`config.mk`:
```
export PLATFORM = sky130hd
export DESIGN_NAME = axil_cmd_master
export DESIGN_NICKNAME = d
export VERILOG_FILES = /design/src/rtl/axil_pkg.sv /design/src/rtl/axil_cmd_master.sv
export SDC_FILE = /design/constraint.sdc
export NUM_CORES = 1
export LEC_CHECK = 0
export BUFFER_PORTS_ARGS = -buffer_cell sky130_fd_sc_hd__buf_2
export CORE_UTILIZATION = 40
export CTS_BUF_LIST = sky130_fd_sc_hd__clkbuf_8
export CTS_CLUSTER_SIZE = 10
export DETAILED_ROUTE_END_ITERATION = 8
export MAX_ROUTING_LAYER = met4
export PLACE_DENSITY = 0.72
export SLEW_MARGIN = 30
export SYNTH_ARGS = -nofsm -noshare
export SYNTH_HDL_FRONTEND = slang
export SYNTH_SLANG_ARGS = --single-unit
export TNS_END_PERCENT = 30
```
`constraint.sdc`:
```
create_clock -name ACLK -period 4.5 [get_ports ACLK]
set_clock_uncertainty 0.15 [all_clocks]
set_input_delay 0.45 -clock ACLK [delete_from_list [all_inputs] [get_ports ACLK]]
set_output_delay 0.45 -clock ACLK [all_outputs]
set_load 0.005 [all_outputs]
```
`src/rtl/axil_pkg.sv`:
```
// Shared AXI-Lite definitions: command-master FSM encoding and response codes.
package axil_pkg;

  typedef enum logic [2:0] {
    StIdle  = 3'd0,
    StWrAwW = 3'd1,
    StWrB   = 3'd2,
    StRdAr  = 3'd3,
    StRdR   = 3'd4,
    StRsp   = 3'd5
  } axil_state_e;

  localparam logic [1:0] AxiRespOkay   = 2'b00;
  localparam logic [1:0] AxiRespSlverr = 2'b10;

endpackage

```
`src/rtl/axil_cmd_master.sv`:
```
// Single-outstanding AXI-Lite master: turns one register command into one AXI-Lite
// write or read transaction and returns the captured response.
module axil_cmd_master
  import axil_pkg::*;
#(
  parameter int unsigned ADDR_W = 32
) (
  input  logic              ACLK,
  input  logic              ARESET,
  input  logic              cmd_valid,
  output logic              cmd_ready,
  input  logic              cmd_we,
  input  logic [ADDR_W-1:0] cmd_addr,
  input  logic [31:0]       cmd_wdata,
  output logic              rsp_valid,
  input  logic              rsp_ready,
  output logic [31:0]       rsp_rdata,
  output logic [1:0]        rsp_resp,
  output logic              AWVALID,
  input  logic              AWREADY,
  output logic [ADDR_W-1:0] AWADDR,
  output logic              WVALID,
  input  logic              WREADY,
  output logic [31:0]       WDATA,
  input  logic              BVALID,
  output logic              BREADY,
  input  logic [1:0]        BRESP,
  output logic              ARVALID,
  input  logic              ARREADY,
  output logic [ADDR_W-1:0] ARADDR,
  input  logic              RVALID,
  output logic              RREADY,
  input  logic [31:0]       RDATA,
  input  logic [1:0]        RRESP
);

  axil_state_e       r_state, w_state_nxt;
  logic              r_cmd_ready, w_cmd_ready_nxt;
  logic              r_rsp_valid, w_rsp_valid_nxt;
  logic [31:0]       r_rsp_rdata, w_rsp_rdata_nxt;
  logic [1:0]        r_rsp_resp, w_rsp_resp_nxt;
  logic              r_awvalid, w_awvalid_nxt;
  logic              r_wvalid, w_wvalid_nxt;
  logic              r_bready, w_bready_nxt;
  logic              r_arvalid, w_arvalid_nxt;
  logic              r_rready, w_rready_nxt;
  logic              r_aw_done, w_aw_done_nxt;
  logic              r_w_done, w_w_done_nxt;
  logic [ADDR_W-1:0] r_addr, w_addr_nxt;
  logic [31:0]       r_wdata, w_wdata_nxt;

  // Every handshake output is a flop, so no input reaches an output combinationally.
  always_comb begin
    w_state_nxt     = r_state;
    w_cmd_ready_nxt = r_cmd_ready;
    w_rsp_valid_nxt = r_rsp_valid;
    w_rsp_rdata_nxt = r_rsp_rdata;
    w_rsp_resp_nxt  = r_rsp_resp;
    w_awvalid_nxt   = r_awvalid;
    w_wvalid_nxt    = r_wvalid;
    w_bready_nxt    = r_bready;
    w_arvalid_nxt   = r_arvalid;
    w_rready_nxt    = r_rready;
    w_aw_done_nxt   = r_aw_done;
    w_w_done_nxt    = r_w_done;
    w_addr_nxt      = r_addr;
    w_wdata_nxt     = r_wdata;

    unique case (r_state)
      StIdle: begin
        w_cmd_ready_nxt = 1'b1;
        if (cmd_valid && r_cmd_ready) begin
          w_cmd_ready_nxt = 1'b0;
          w_addr_nxt      = cmd_addr;
          w_wdata_nxt     = cmd_wdata;
          w_aw_done_nxt   = 1'b0;
          w_w_done_nxt    = 1'b0;
          if (cmd_we) begin
            w_awvalid_nxt = 1'b1;
            w_wvalid_nxt  = 1'b1;
            w_state_nxt   = StWrAwW;
          end else begin
            w_arvalid_nxt = 1'b1;
            w_state_nxt   = StRdAr;
          end
        end
      end
      StWrAwW: begin
        if (r_awvalid && AWREADY) begin
          w_awvalid_nxt = 1'b0;
          w_aw_done_nxt = 1'b1;
        end
        if (r_wvalid && WREADY) begin
          w_wvalid_nxt = 1'b0;
          w_w_done_nxt = 1'b1;
        end
        if (w_aw_done_nxt && w_w_done_nxt) begin
          w_bready_nxt = 1'b1;
          w_state_nxt  = StWrB;
        end
      end
      StWrB: begin
        if (BVALID && r_bready) begin
          w_bready_nxt    = 1'b0;
          w_rsp_resp_nxt  = BRESP;
          w_rsp_rdata_nxt = 32'h0;
          w_rsp_valid_nxt = 1'b1;
          w_state_nxt     = StRsp;
        end
      end
      StRdAr: begin
        if (r_arvalid && ARREADY) begin
          w_arvalid_nxt = 1'b0;
          w_rready_nxt  = 1'b1;
          w_state_nxt   = StRdR;
        end
      end
      StRdR: begin
        if (RVALID && r_rready) begin
          w_rready_nxt    = 1'b0;
          w_rsp_rdata_nxt = RDATA;
          w_rsp_resp_nxt  = RRESP;
          w_rsp_valid_nxt = 1'b1;
          w_state_nxt     = StRsp;
        end
      end
      StRsp: begin
        if (rsp_ready && r_rsp_valid) begin
          w_rsp_valid_nxt = 1'b0;
          w_cmd_ready_nxt = 1'b1;
          w_state_nxt     = StIdle;
        end
      end
      default: begin
        w_state_nxt = StIdle;
      end
    endcase
  end

  always_ff @(posedge ACLK) begin
    if (ARESET) begin
      r_state     <= StIdle;
      r_cmd_ready <= 1'b0;
      r_rsp_valid <= 1'b0;
      r_rsp_rdata <= 32'h0;
      r_rsp_resp  <= 2'b00;
      r_awvalid   <= 1'b0;
      r_wvalid    <= 1'b0;
      r_bready    <= 1'b0;
      r_arvalid   <= 1'b0;
      r_rready    <= 1'b0;
      r_aw_done   <= 1'b0;
      r_w_done    <= 1'b0;
      r_addr      <= '0;
      r_wdata     <= 32'h0;
    end else begin
      r_state     <= w_state_nxt;
      r_cmd_ready <= w_cmd_ready_nxt;
      r_rsp_valid <= w_rsp_valid_nxt;
      r_rsp_rdata <= w_rsp_rdata_nxt;
      r_rsp_resp  <= w_rsp_resp_nxt;
      r_awvalid   <= w_awvalid_nxt;
      r_wvalid    <= w_wvalid_nxt;
      r_bready    <= w_bready_nxt;
      r_arvalid   <= w_arvalid_nxt;
      r_rready    <= w_rready_nxt;
      r_aw_done   <= w_aw_done_nxt;
      r_w_done    <= w_w_done_nxt;
      r_addr      <= w_addr_nxt;
      r_wdata     <= w_wdata_nxt;
    end
  end

  assign cmd_ready = r_cmd_ready;
  assign rsp_valid = r_rsp_valid;
  assign rsp_rdata = r_rsp_rdata;
  assign rsp_resp  = r_rsp_resp;
  assign AWVALID   = r_awvalid;
  assign AWADDR    = r_addr;
  assign WVALID    = r_wvalid;
  assign WDATA     = r_wdata;
  assign BREADY    = r_bready;
  assign ARVALID   = r_arvalid;
  assign ARADDR    = r_addr;
  assign RREADY    = r_rready;

endmodule
```
# After elaboration in Yosys (flattened, before gate mapping)
# Index checks and enable logic that the tools add are counted.
# totals
reg_bits,110
inputBits,110
output_inout_bits,137
word_cells,100
# classes
eq_ne,15
mux,44
reduce_logical,27
# op_table
cell,count
$mux 32,2
$pmux 32 s2,1
$mux 1,21
$ne 2x2->1 const B,10
$mux 3,6
$pmux 3 s6,1
$pmux 1 s2,8
$reduce_and 4->1,4
$reduce_bool 2->1,6
$reduce_and 3->1,3
$logic_and 1x1->1,8
$eq 3x2->1 const B,2
$eq 3x3->1 const B,2
$mux 2,3
$reduce_and 2->1,3
$reduce_and 6->1,1
$pmux 2 s2,1
$eq 3x1->1 const B,1
$logic_not 3->1,1
$pmux 1 s3,1
$reduce_bool 3->1,1

# Longest topological paths before layout
# Gate-level depths: netlist of the first run.
# logic_depth
ltp_word,6
mapped_depth,7
ltp_nobuf,4

# Least setup slack after synthesis of the first run
# No wires, ideal clock.
# synth_path
path_type,reg-to-reg
startpoint,register r_state[0]
endpoint,register r_addr[23] (netlist: ARADDR[23])
setup_ns,0.132
arrival_ns,1.420
required_time_ns,4.218
setup_slack_ns,2.798
stages_incl_launch_ff,8
path_buffers,3
period_less_slack_ns,1.702
path_cell_list,dfxtp_1 > buf_2 > or2_4 > or3_4 > buf_6 > buf_6 > nand2_1 > a21oi_1
# synth_via
elab_chain_len,2
# synth_lines
item,line,rtl
from (decl),axil_cmd_master.sv:37,"axil_state_e r_state, w_state_nxt;"
from (signal assigned),axil_cmd_master.sv:142,r_state <= StIdle;
from (signal assigned),axil_cmd_master.sv:157,r_state <= w_state_nxt;
$logic_not 3->1,axil_cmd_master.sv:69,unique case (r_state)
$reduce_and 2->1 (no line),n/a,
to (signal assigned),axil_cmd_master.sv:169,r_addr <= w_addr_nxt;
to (decl),axil_cmd_master.sv:49,"logic [ADDR_W-1:0] r_addr, w_addr_nxt;"
# Every way passes these cells.
# A chain may end at the register's enable or synchronous reset.

# Final worst setup path of the first run
# layout_path
startpoint,register r_state[0]
endpoint,register r_awvalid (netlist: AWVALID)
# layout_via
elab_chain_len,3
elab_cells_between_ends,8
classes_between,eq/ne (4); mux (1); reduce/logical (3)
# layout_lines
item,line,rtl
$eq 3x1->1 / $logic_not 3->1 (equally long branches),axil_cmd_master.sv:69,
$ne 2x2->1 (no line) / $reduce_bool 2->1 (equally long branches),n/a,
$reduce_and 4->1 (no line),n/a,
to (signal assigned),axil_cmd_master.sv:162,r_awvalid <= w_awvalid_nxt;
to (decl),axil_cmd_master.sv:42,"logic r_awvalid, w_awvalid_nxt;"
# Several ways; a longest one is shown, not always the timed one.

==> flow_summary.ini, run 1 <==
[finish]
layout-drive-gt1-share_pct = 40.3
syn_to_final_growth_pct = 29.2
final_nets = 777
final_common_cell = buf_2
layout_common_cells = buf_2, nand2_1, dfxtp_1

[global_route]
grt_pass1_wl_um = 17200
grt_pass1_vias = 3513
grt_start_max_net_pins = 80
antenna_found_initial = 1
grt.total_usage_pct = 20.5
overflow = 0

[placed_design]
dpl.hpwl_um = 7790
dp_worst_setup_slack_ns = 1.99
routabilityCongestion = 0.789
port-buffer-count = 246

[synth]
synth_seq_cells = 110
synth_top_area_share_pct = 53.3
synth_ff_type = dfxtp_1
synth_top_area_cell = dfxtp_1
synthesis.nets = 582
yosysSeqAreaShare_pct = 53.3
yosysWarnings = 0
avgSynthCellArea_um2 = 8.75
synth-edff-count = 0
netlist_instances = 472
synth_cell_type_count = 32
async_reset_ff_share_pct = 0
syn_area_mm2 = 0.00413
netlist_top_cells_area = dfxtp_1, nand2_1, a21oi_1, a22o_1, buf_4

[status]
status = finished clean

[critical_path]
cp_max_fo = 48
cp.required_ns = 4.64
slowest_stage = nor3_4
cp-end-kind = register
timing_worst_setup_path_type = register to register
path_cells = or2_4, nor3_4, buf_4, nand2_1, a21oi_1
max_stage_delay_ns = 0.60
arrival_ns = 2.66
rr_worst_depth = 5
worst_setup_path_start_kind = register

[sta]
rsz0062_at_grt = no
worst_hold_slack_ns = 0.129
setup_tns_ns = 0
hold_viol_final = 0
fin_crit_sh_pct = 56.1
worst_pin_slew_ns = 0.816
finalSetupViolCount = 0
slew_violations = 0
max_clock_freq_ghz = 0.396
setup_ws_ns = 1.98
fin_crit_ns = 2.52
max-slew-margin-rel_pct = 45.6

[hold_path]
hold_depth = 2
hold_class = primary input to register

[run]
max-cap-violations = 0

[cts]
post_cts_buffers = 0
cts_root_buffer = clkbuf_8
cts_tree = done
clk_latency_ns = 0.37
cts_buffers = 9
htreeDepth = 3
clockBufferDepth = 2
cts_num_sinks = 110
postCtsHoldBufs = 0
clk_pin_slew_ns = 0.11
cts.repair.resized = 0

[detailed_routing]
wl_per_cell_um = 13.4
drt_iter0_markers = 264
drc_errors = 0
wl_um = 10800
ant_nets = 0
num_vias = 3848
first_pass_iters = 4
vias_per_cell = 4.77

[floorplan]
start_util_pct = 41.7
rows = 36
core_area_mm2 = 0.00991
die_w_um = 104
die_h_um = 104
dieArea_mm2 = 0.0107
ioPinCount = 247

[power]
power_density_mw_per_mm2 = 344
vdd_drop_max_mv = 0.159
p_leak_uw = 0.00257
[final cells by class]
class	instances	area, µm²
Sequential cell	110	2200
Tap cell	133	166
Inverter	4	15.0
Clock buffer	11	151
Timing Repair Buffer	249	1250
Antenna cell	1	2.50
Clock inverter	5	40.0
Multi-Input combinational cell	293	1510
Fill cell	938	4570
[final timing paths]
path	from	endpoint	slack, ns
worst min-delay path	RDATA[7]	rsp_rdata[7]	0.13
worst max register to register	r_state[0]	AWVALID	1.98
worst min register to register	WDATA[15]	WDATA[15]	0.31
worst max-delay path	r_state[0]	AWVALID	1.98
[registers in the layout, summed over array words and instances (netlist names), 2 cells and up]
| register | flops |
|---|---|
| rsp_resp | 2 |
| ARADDR | 32 |
| r_state | 3 |
| WDATA | 32 |
| rsp_rdata | 32 |
[through the flow]
step	instances	total power, µW	util [%]	area [µm²]
6_report	806	1840	53.9	5340
5_1_grt	806	1940	53.9	5340
4_1_cts	805	1860	53.9	5340
3_5_place_dp	789	1290	51.9	5140
3_3_place_gp	789	1280	51.9	5140
2_1_floorplan	472	1200	-	4130
[critical path: cells and delay by family, from the launching register on]
kind,cells,cell delay (ns)
flip-flops,1,0.51
AND/OR/NAND/NOR,3,1.08
AO/OA/AOI/OAI,1,0.14
buffers and inverters,1,0.53
[cells by family (layout without fill, tap and decap cells)]
group | after synthesis | count (layout) | share of synthesized area (%)
buffers and inverters | 69 | 269 | 10.8
DFF | 110 | 110 | 53.3
and+or+nand+nor | 170 | 170 | 17.1
AOI/OAI and AO/OA | 123 | 123 | 18.9
other | 0 | 1 | 0
[report_power, final]
group	switching (µW)	total (µW)	internal, µW
clock network	337	575	238
registers	29.0	1040	1010
logic	120	220	101
total	486	1840	1350
[synthesized netlist by cell type (all sizes together), types with 3 or more instances]
library cell	instances
inv	4
buf	51
a22o	32
nand4b	3
nand2	139
nor3	5
a21oi	74
dfxtp	110
nor2	12
o21ai	5
nand3	3
clkbuf	14
a211oi	3
[per-layer routing]
layer / track usage, % / part of all wire [%] / vias to the layer above
li1: - / - / 1945
met4: 7.04 / 1.4 / 0
met3: 5.73 / 7.9 / 12
met2: 34.6 / 49 / 174
met1: 23.2 / 42 / 1717
met5: - / 0 / -
Note: power is estimated with default switching activity, not from simulation.
==> inputs of run 2 (changes only) <==
--- a/config.mk
+++ b/config.mk
@@ -11,7 +11,7 @@
 export CTS_CLUSTER_SIZE = 10
 export DETAILED_ROUTE_END_ITERATION = 8
 export MAX_ROUTING_LAYER = met4
-export PLACE_DENSITY = 0.72
+export PLACE_DENSITY = 0.75
 export SLEW_MARGIN = 30
 export SYNTH_ARGS = -nofsm -noshare
 export SYNTH_HDL_FRONTEND = slang
==> constraint.sdc (replaced) <==
create_clock -name ACLK -period 2.3 [get_ports ACLK]
set_clock_uncertainty 0.15 [all_clocks]
set_input_delay 0.23 -clock ACLK [delete_from_list [all_inputs] [get_ports ACLK]]
set_output_delay 0.23 -clock ACLK [all_outputs]
set_load 0.005 [all_outputs]
==> flow_summary.ini, run 2 (synthesis results as in run 1) <==
[finish]
final_nets = 884
final_common_cell = buf_2
fill_cells = 789
layout_common_cells = buf_2, nand2_1, dfxtp_1
syn_to_final_growth_pct = 55.5
layout-drive-gt1-share_pct = 35.4

[detailed_routing]
vias_per_cell = 4.90
wl_met2_um = 6450
met1_length_um = 5100
dr.max_layer_used = met4
drt_iter0_markers = 268
ant_nets = 0
drc_errors = 0
first_pass_iters = 4
num_vias = 4477
wl_met3_um = 808
wl_per_cell_um = 14.1
wl_um = 12900

[cts]
clockBufferDepth = 2
cts_buffers = 9
cts_root_buffer = clkbuf_8
clk_latency_ns = 0.37
cts_tree = done
cts_num_sinks = 110
post_cts_buffers = 0
cts.repair.resized = 0
htreeDepth = 3
clk_pin_slew_ns = 0.11

[floorplan]
dieArea_mm2 = 0.0107
ioPinCount = 247
die_w_um = 104
rows = 36
die_h_um = 104
core_area_mm2 = 0.00991
start_util_pct = 41.7

[power]
power_density_mw_per_mm2 = 600
p_leak_uw = 0.00304
vdd_drop_max_mv = 0.279

[sta]
worst_hold_slack_ns = 0.0204
max_clock_freq_ghz = 0.458
hold_viol_final = 0
max-slew-margin-rel_pct = 52.5
fin_crit_ns = 2.18
slew_violations = 0
setup_tns_ns = 0
finalSetupViolCount = 0
fin_crit_sh_pct = 94.9
worst_pin_slew_ns = 0.710
rsz0062_at_grt = no

[critical_path]
cp_max_fo = 13
cp.required_ns = 2.48
cp-end-kind = register
rr_worst_depth = 6
worst_setup_path_start_kind = register
timing_worst_setup_path_type = register to register
arrival_ns = 2.36

[placed_design]
dpl.hpwl_um = 7550
routabilityCongestion = 0.841
port-buffer-count = 246

[global_route]
antenna_found_initial = 1
grt_start_max_net_pins = 67
grt_pass1_wl_um = 20300
grt.total_usage_pct = 24.1
grt_pass1_vias = 4332
overflow = 0

[status]
status = finished clean

[run]
max-cap-violations = 0

[hold_path]
hold_class = primary input to register
hold_depth = 3
-- run 2: changes by cell type in the layout (fill, tap and decap cells not counted) --
cell           before  now
buf_4               3    8
bufinv_16           0    1
inv_6               3    2
clkinv_8            0    1
dlygate4sd3_1       0  102
clkinv_2            1    0
clkbuf_8           11    9
clkinv_4            1    2
inv_8               0    1
-- run 2: worst paths after layout --
| check | startpoint | slack [ns] | end |
|---|---|---|---|
| worst max-delay path | r_state[2] | 0.12 | rsp_resp[1] |
| worst min register to register | WDATA[8] | 0.31 | WDATA[8] |
| worst max register to register | r_state[2] | 0.12 | rsp_resp[1] |
| worst min-delay path | cmd_we | 0.02 | WVALID |
-- run 2: timing repair --
action	CTS	global route
setup endpoints to repair	0	0
hold buffers	102	0
hold endpoints to repair	101	0
-- run 2: report_power, final --
part           internal, µW  switching (µW)
Clock                   532             698
Sequential             1980            46.3
Combinational           314             286
Total                  2830            1030
-- run 2: final cells by class --
| type | instances | area (µm²) | area share (%) |
|---|---|---|---|
| antenna | 1 | 2.50 | 0.0390 |
| clock buffer | 9 | 124 | 1.93 |
| clock inverter | 7 | 92.6 | 1.44 |
| inverter | 4 | 15.0 | 0.234 |
| multi-input combinational | 293 | 1510 | 23.5 |
| sequential | 110 | 2200 | 34.3 |
| tap | 133 | 166 | 2.59 |
| timing repair buffer | 356 | 2310 | 36.0 |
-- run 2: layer usage --
layer  global-route usage [%]  vias to the layer above
met4                     14.5                        0
met5                        -                        -
met3                     4.59                       49
met1                     25.2                     2030
li1                         -                     2165
met2                     42.0                      233
-- run 2: stage by stage --
step	instances	setup slack (ns)	total power [µW]	cell area [µm²]	utilization, %
after floorplan	472	0.598	2340	4130	-
after global placement	794	0.197	2510	5180	52.2
after detailed placement	794	0.288	2520	5180	52.3
after CTS	912	0.118	3870	6420	64.8
after global routing	913	0.00261	4020	6420	64.8
final	913	0.116	3850	6420	64.8
-- run 2: critical path, stage by stage, from the launching register on --
cell and delay (ns):
dfxtp_1 0.58, nand4b_1 0.17, a21oi_2 0.23, buf_4 0.18
nor2_1 0.04, a311oi_1 0.22, dlygate4sd3_1 0.57
